[src/rtl/sid_bus_arbiter.sv]
// sid_bus_arbiter: write-only SID bus controller. Generates phi2 (SID_CLK),
// the SID reset pulse, and round-robin arbitrates two write ports so that at
// most one register write lands on the SID per phi2 period.
module sid_bus_arbiter #(
    parameter int CLK_DIV      = 8,   // board clocks per phi2 period, power of two >= 4
    parameter int RESET_CYCLES = 16   // phi2 periods SID_NOTRES is held low
) (
    input  logic       C6_CLK_8MHZ,
    input  logic       RESET_N,
    input  logic       REQ0_VALID,
    input  logic [4:0] REQ0_ADDR,
    input  logic [7:0] REQ0_DATA,
    output logic       REQ0_READY,
    input  logic       REQ1_VALID,
    input  logic [4:0] REQ1_ADDR,
    input  logic [7:0] REQ1_DATA,
    output logic       REQ1_READY,
    input  logic       SRST_REQ,
    output logic       BUSY,
    output logic       SID_CLK,
    output logic       SID_NOTRES,
    output logic       SID_NOTCS,
    output logic [4:0] SID_ADDR,
    output logic [7:0] SID_DATA
);
    localparam int                PH_W     = $clog2(CLK_DIV);
    localparam int                CNT_W    = $clog2(RESET_CYCLES + 1);
    localparam logic [PH_W-1:0]   PH_LAST  = PH_W'(CLK_DIV - 1);
    localparam logic [CNT_W-1:0]  CNT_LAST = CNT_W'(RESET_CYCLES - 1);

    typedef enum logic {
        RESET_HOLD = 1'b0,
        RUN        = 1'b1
    } state_t;

    state_t             state_q, state_d;
    logic [PH_W-1:0]    ph_q;
    logic [CNT_W-1:0]   cnt_q, cnt_d;
    logic               pend_q, pend_d;
    logic               busy_q;
    logic               rr_last_q;      // 1: port 1 won last, so port 0 wins a tie
    logic               cs_n_q;
    logic [4:0]         addr_q;
    logic [7:0]         data_q;

    logic               slot, wrap, arb_en;
    logic [1:0]         valid;
    logic [1:0]         grant;

    assign valid = {REQ1_VALID, REQ0_VALID};

    // Phase counter; wraps naturally because CLK_DIV is a power of two.
    always_ff @(posedge C6_CLK_8MHZ or negedge RESET_N) begin
        if (!RESET_N) ph_q <= '0;
        else          ph_q <= ph_q + 1'b1;
    end

    // Slot decode and round-robin grant; only in ph==0 of RUN with no soft reset waiting.
    always_comb begin
        slot     = (ph_q == '0);
        wrap     = (ph_q == PH_LAST);
        arb_en   = slot && (state_q == RUN) && !pend_q;
        grant[0] = arb_en && valid[0] && (!valid[1] || rr_last_q);
        grant[1] = arb_en && valid[1] && (!valid[0] || !rr_last_q);
    end

    // State, reset-period counter, soft-reset flag and BUSY registers.
    always_ff @(posedge C6_CLK_8MHZ or negedge RESET_N) begin
        if (!RESET_N) begin
            state_q <= RESET_HOLD;
            cnt_q   <= '0;
            pend_q  <= 1'b0;
            busy_q  <= 1'b1;
        end else begin
            state_q <= state_d;
            cnt_q   <= cnt_d;
            pend_q  <= pend_d;
            busy_q  <= (state_d == RESET_HOLD) || pend_d;
        end
    end

    // Next state: a pending soft reset fires at the slot and restarts the hold;
    // the hold ends on the wrap that completes RESET_CYCLES phi2 periods.
    always_comb begin
        state_d = state_q;
        cnt_d   = cnt_q;
        // Pulses while pending are ignored; the flag drops when it fires.
        pend_d  = pend_q ? !slot : SRST_REQ;
        if (slot && pend_q) begin
            state_d = RESET_HOLD;
            cnt_d   = '0;
        end else if ((state_q == RESET_HOLD) && wrap) begin
            if (cnt_q == CNT_LAST) begin
                state_d = RUN;
                cnt_d   = '0;
            end else begin
                cnt_d = cnt_q + 1'b1;
            end
        end
    end

    // Bus drive: load on a grant, otherwise release CS at the end of the slot.
    // CS stays low through the commit wrap and the following slot for hold time.
    always_ff @(posedge C6_CLK_8MHZ or negedge RESET_N) begin
        if (!RESET_N) begin
            cs_n_q    <= 1'b1;
            addr_q    <= '0;
            data_q    <= '0;
            rr_last_q <= 1'b1;
        end else if (slot) begin
            if (|grant) begin
                cs_n_q    <= 1'b0;
                addr_q    <= grant[1] ? REQ1_ADDR : REQ0_ADDR;
                data_q    <= grant[1] ? REQ1_DATA : REQ0_DATA;
                rr_last_q <= grant[1];
            end else begin
                cs_n_q <= 1'b1;
            end
        end
    end

    assign REQ0_READY = grant[0];
    assign REQ1_READY = grant[1];
    assign BUSY       = busy_q;
    assign SID_CLK    = ph_q[PH_W-1];
    assign SID_NOTRES = (state_q == RUN);
    assign SID_NOTCS  = cs_n_q;
    assign SID_ADDR   = addr_q;
    assign SID_DATA   = data_q;

endmodule

[config.mk]
export PLATFORM = sky130hd
export DESIGN_NAME = sid_bus_arbiter
export DESIGN_NICKNAME = d
export VERILOG_FILES = /design/src/rtl/sid_bus_arbiter.sv
export SDC_FILE = /design/constraint.sdc
export NUM_CORES = 1
export LEC_CHECK = 0
export CAP_MARGIN = 10
export CORE_MARGIN = 2
export CORE_UTILIZATION = 45
export CTS_CLUSTER_DIAMETER = 120
export CTS_CLUSTER_SIZE = 28
export DETAILED_ROUTE_END_ITERATION = 8
export HOLD_SLACK_MARGIN = 0.15
export PLACE_DENSITY = 0.83
export SETUP_SLACK_MARGIN = 0.1
export SYNTH_ARGS = -nofsm -noshare
export SYNTH_HDL_FRONTEND = slang
export SYNTH_SLANG_ARGS = --single-unit
[constraint.sdc]
create_clock -name C6_CLK_8MHZ -period 2.8 [get_ports C6_CLK_8MHZ]
set_input_delay 0.56 -clock C6_CLK_8MHZ [delete_from_list [all_inputs] [get_ports C6_CLK_8MHZ]]
set_output_delay 0.56 -clock C6_CLK_8MHZ [all_outputs]
set_load 0.05 [all_outputs]
==> results of run 1 <==
## how the worst min path moves through the flow
stage	startpoint	to	slack [ps]	cells past startpoint
after detailed placement	ph_q[0]	ph_q[0]	460	1
after global placement	ph_q[0]	ph_q[0]	430	1
after floorplan	RESET_N	SID_ADDR[0]	260	0
after global routing	ph_q[0]	ph_q[0]	500	1
after CTS	ph_q[0]	ph_q[0]	480	1
final	ph_q[0]	ph_q[0]	480	1
## routing by layer
layer / part of all wire (%) / up-vias / routed length [um] / GRT usage (%)
li1: - / 500 / - / -
met1: 44 / 488 / 1340 / 28.5
met2: 47 / 46 / 1410 / 34.8
met3: 7.4 / 4 / 223 / 5.30
met4: 1.3 / 0 / 38 / 5.10
met5: 0 / - / 0 / 0
## power groups by stage
stage               clock, mW  sequential (mW)  combinational [mW]
global placement            0            0.383              0.0747
global route            0.209            0.376              0.0820
finish                  0.183            0.376              0.0758
floorplan                   0            0.383              0.0202
detailed placement          0            0.383              0.0758
CTS                     0.192            0.376              0.0763
## area by class of cell
| class | instances | area (um^2) |
|---|---|---|
| Clock buffer | 4 | 36.3 |
| Fill cell | 199 | 747 |
| Inverter | 4 | 15.0 |
| Multi-Input combinational cell | 68 | 529 |
| Sequential cell | 26 | 654 |
| Tap cell | 30 | 37.5 |
| Timing Repair Buffer | 51 | 526 |
## stage by stage
stage	hold slack (ps)	cell area (um^2)	util (%)	total power [mW]	setup WS [ps]
finish	480	1800	70.6	0.635	434
global route	498	1800	70.6	0.667	337
CTS	481	1800	70.6	0.644	442
global placement	432	1760	69.2	0.458	482
floorplan	264	1240	-	0.403	497
detailed placement	463	1760	69.2	0.459	442
## cell usage in the layout, fill, tap and decap left out, drive strengths merged, types with 4 or more instances in the layout
cell	netlist	layout
inv	4	4
o32ai	13	13
buf	5	4
clkbuf	2	4
clkdlybuf4s50	0	47
ha	4	4
nand2	4	4
nor2	7	7
dfrtp	23	23
a21oi	4	4
a2bb2oi	13	13
## cell usage after synthesis, types with 3 or more instances
| cell | number | share of area, % |
|---|---|---|
| a21oi_1 | 4 | 1.6 |
| a2bb2oi_1 | 11 | 7.8 |
| buf_2 | 3 | 1.2 |
| dfrtp_1 | 23 | 47 |
| dfstp_2 | 3 | 6.4 |
| ha_1 | 4 | 4.1 |
| inv_1 | 3 | 0.91 |
| nand2_1 | 4 | 1.2 |
| nand3_1 | 3 | 1.2 |
| nor2_1 | 7 | 2.1 |
| o32ai_1 | 13 | 9.2 |
## registers in the layout, indices dropped and copies added (netlist names)
| signal | cells |
|---|---|
| SID_DATA | 8 |
| SID_ADDR | 5 |
| cnt_q | 5 |
| ph_q | 3 |
| BUSY | 1 |
| SID_NOTCS | 1 |
| SID_NOTRES | 1 |
| pend_q | 1 |
| rr_last_q | 1 |
## logic make-up after synthesis
family	count (synthesis)	share of synthesized area, %
compound gates	35	24.8
simple gates	28	12.9
flops	26	53.0
buf+inv	11	4.56
fa+ha+maj	4	4.05
xor+xnor	1	0.709
## worst max-delay path: stages
cell,delay [ps]
clkdlybuf4s50_1,540
a21bo_2,340
nor2_1,200
buf_12,160
==> flow_summary.ini, run 1 <==
[run_status]
outcome = complete, no violations

[placed_design]
dp_cells = 179
globalplace.congestion = 0.876
io_buffers = 49
dp_hpwl_um = 2380

[die]
die_y_um = 56.4
rows = 18
io_pins = 50
core_area_mm2 = 0.00254
die_w_um = 56.4
start_util_pct = 48.5
dieArea_mm2 = 0.00318

[cts]
clkLatencyLatePin_ps = 320
cts_tree = built
post-cts-setup-buffers = 0
clockBufferDepth = 2
clk_root_buffer_cell = clkbuf_4
cts_buffers = 3
clock_sinks = 26
htree_levels = 1
post_cts_resized = 0
clk_pin_slew_ps = 130
hold_buffers = 0

[global_route]
track_usage_pct = 21.3
grt_pass1_vias = 1099
grt_overflow = 0
grt_max_degree = 27
grt_first_pass_wirelength_um = 5330
antenna_found_initial = 0

[logic_synthesis]
syn_inst = 105
netlist_area_mm2 = 0.00123
ys.flop_type = dfrtp_1
ys_seq_area_share_pct = 53.0
synth.distinct_cells = 31
synth-seq-cells = 26
synth-edff-count = 0
synthArstFlopShare_pct = 100
avgSynthCellArea_um2 = 11.8
yosysWarnings = 0
syn_nets = 140

[timing]
max_freq_mhz = 423
relSlewSlack_pct = 64.6
rsz0062_at_grt = no
fin_worst_skew_ps = 3.58
fin_crit_sh_pct = 84.5
drv_slew = 0
worstMarginPinSlew_ps = 530
hold_viol_final = 0
setup_violations = 0
finalSetupTns_ps = 0
min_period_ps = 2370

[power_and_ir_drop]
p_leak_nw = 0.762
clockPowerShare_pct = 28.9
switching_power_uw = 134
vdd_drop_max_uv = 396
pwr-share-seq_pct = 59.2
combPwrFrac_pct = 11.9
power.density_mw_per_mm2 = 353
switching_share_pct = 21.1
p_int_uw = 501

[final_layout]
diodes = 0
drive_above_1_share_pct = 11.1
syn2layout_area_growth_pct = 45.6
stdcell_count = 183
nets = 189

[routing]
drtPass1Iterations = 4
totalWireLength_um = 3010
wl_per_cell_um = 16.4
vias = 1038
ant_nets = 0
drtIter0Drc = 28
via_per_inst = 5.67
drt_drc_violations_left = 0

[worst_hold_path]
hold_path.class = flip-flop to flip-flop

[setup_path]
r2r_cells = 6
worst_ep_arrival_time_ps = 1810
r2r_start = ph_q[0]
cp.required_ps = 2240
r2r_end = SID_ADDR[4]
crit_path_end = REQ1_READY
cp_max_fo = 14
regToRegSetupSlack_ps = 1060
worstSetupPathType = input port to primary output
cp-start-kind = input port
crit_path_end_kind = primary output
startpoint = REQ1_VALID

[job]
max_cap_viol_count = 0
No activity file was read; power rests on OpenSTA's default activity.
==> run 2: changes to the inputs <==
--- a/config.mk
+++ b/config.mk
@@ -7,12 +7,12 @@
 export LEC_CHECK = 0
 export CAP_MARGIN = 10
 export CORE_MARGIN = 2
-export CORE_UTILIZATION = 45
+export CORE_UTILIZATION = 38
 export CTS_CLUSTER_DIAMETER = 120
 export CTS_CLUSTER_SIZE = 28
 export DETAILED_ROUTE_END_ITERATION = 8
 export HOLD_SLACK_MARGIN = 0.15
-export PLACE_DENSITY = 0.83
+export PLACE_DENSITY = 0.75
 export SETUP_SLACK_MARGIN = 0.1
 export SYNTH_ARGS = -nofsm -noshare
 export SYNTH_HDL_FRONTEND = slang
==> constraint.sdc (replaced) <==
create_clock -name C6_CLK_8MHZ -period 2.11 [get_ports C6_CLK_8MHZ]
set_input_delay 0.422 -clock C6_CLK_8MHZ [delete_from_list [all_inputs] [get_ports C6_CLK_8MHZ]]
set_output_delay 0.422 -clock C6_CLK_8MHZ [all_outputs]
set_load 0.05 [all_outputs]
==> flow_summary.ini, run 2 (same netlist as run 1, synthesis figures left out) <==
[final_layout]
utilization_pct = 60.2
layout_common_cells = clkdlybuf4s50_1, dfrtp_1, o32ai_1
layout_commonest_cell = clkdlybuf4s50_1
nets = 194
diodes = 0
stdcell_count = 202
syn2layout_area_growth_pct = 50.1
n_fill_cell = 270
final_area_mm2 = 0.00185
drive_above_1_share_pct = 15.2
largest_reg_flops = 8

[setup_path]
critPathBufInv = 3
cp_slowest_cell = dfrtp_1
r2r_start = ph_q[0]
cp_max_fo = 3
startpoint = ph_q[0]
crit_path_end_kind = primary output
r2r_end = SID_ADDR[1]
regToRegSetupSlack_ps = 420
worst_ep_arrival_time_ps = 1620
cp.required_ps = 1690
cp-start-kind = flip-flop
crit_top_cell = inv_2
worstSetupPathType = flip-flop to primary output
path_cells = inv_2 > ha_2 > and4bb_1 > inv_2 > nor3_4 > buf_12
cp_slowest_stage_delay_ps = 410
cp_top_family = simple AND/OR/NAND/NOR gates
r2r_cells = 6

[cts]
hold_buffers = 0
cts_tree = built
clk_pin_slew_ps = 130
cts_buffers = 3
clk_root_buffer_cell = clkbuf_4
clkLatencyLatePin_ps = 320
htree_levels = 1
clock_sinks = 26
clockBufferDepth = 2

[run_status]
outcome = complete, no violations

[power_and_ir_drop]
vdd_drop_max_uv = 314
p_leak_nw = 0.798
power.density_mw_per_mm2 = 444
power_uw = 822

[routing]
drtPass1Iterations = 6
drt_drc_violations_left = 0
drtIter0Drc = 36
ant_nets = 0
totalWireLength_um = 3080
via_per_inst = 5.42
wl_per_cell_um = 15.3
vias = 1095

[timing]
max_freq_mhz = 490
fin_worst_skew_ps = 3.94
rsz0062_at_grt = yes
min_period_ps = 2040
relSlewSlack_pct = 65.9
hold_viol_final = 0
fin_crit_sh_pct = 96.7
worstMarginPinSlew_ps = 510
holdWs_ps = 444
setup_violations = 0
drv_slew = 0

[placed_design]
dp_hpwl_um = 2360
globalplace.congestion = 0.768
placed_area_mm2 = 0.00180
dp_cells = 196
io_buffers = 49

[die]
die_w_um = 61.0
dieArea_mm2 = 0.00372
start_util_pct = 40.1
rows = 20
io_pins = 50
core_area_mm2 = 0.00308
die_y_um = 61.0

[global_route]
grt_first_pass_wirelength_um = 4630
track_usage_pct = 16.9
antenna_found_initial = 0
grt_overflow = 0
grt_max_degree = 27
grt_pass1_vias = 1071

[job]
max_cap_viol_count = 0

[worst_hold_path]
hold_path.class = input port to asynchronous set/reset pin
run 2: changes by cell type in the layout (fill, tap and decap cells not counted):
cell             delta
ha_1                -1
nor2_2              +1
buf_4               +5
nor2_1              -1
inv_1               -1
nor3_4              +1
dlygate4sd2_1       +3
inv_2               +1
clkdlybuf4s50_1     -4
dlymetal6s2s_1      +1
clkbuf_1            +1
nor3_2              -1
ha_2                +1
clkbuf_8            -1
run 2: per-layer routing:
layer	GRT usage [%]	wire (um)
met5	0	0
met2	31.3	1410
met4	5.59	31
met3	2.77	266
met1	19.6	1370
run 2: worst max path at each step:
stage                       to  slack (ps)  cells after the start
global route        REQ0_READY          -8                      6
floorplan           REQ0_READY         -50                      4
finish              REQ0_READY          70                      6
CTS                 REQ0_READY          50                      6
global placement    REQ0_READY         220                      4
detailed placement  REQ1_READY         190                      4
run 2: repair_timing:
action | 4_1_cts | 5_1_grt
pin swaps | 1 | 0
setup endpoints to repair | 5 | 3
resized for setup | 4 | 3
buffers inserted | 1 | 1
run 2: area by class of cell:
class                      instances  area, um^2  share of cell area [%]
sequential                        26         654                    35.3
timing repair buffer              56         562                    30.3
multi-input combinational         68         541                    29.2
tap                               44        55.1                    2.97
clock buffer                       4        26.3                    1.42
inverter                           4        15.0                   0.810
run 2: report_power, final:
part	internal, mW	switching [mW]
registers	0.499	0.000236
clock network	0.0742	0.143
logic	0.0646	0.0409
total	0.638	0.184
run 2: metrics by stage:
stage / setup WS [ps] / TNS, ps
2_1_floorplan: -52.2 / -52.2
3_3_place_gp: 221 / 0
3_5_place_dp: 193 / 0
4_1_cts: 50.6 / 0
5_1_grt: -7.53 / -14.9
6_report: 69.8 / 0
run 2: worst register-to-register path, stage by stage, from the launching register on:
cell,delay (ps)
dfrtp_1,410
inv_2,60
ha_2,170
and4bb_1,250
buf_4,240
o21a_4,270
a2bb2oi_1,210
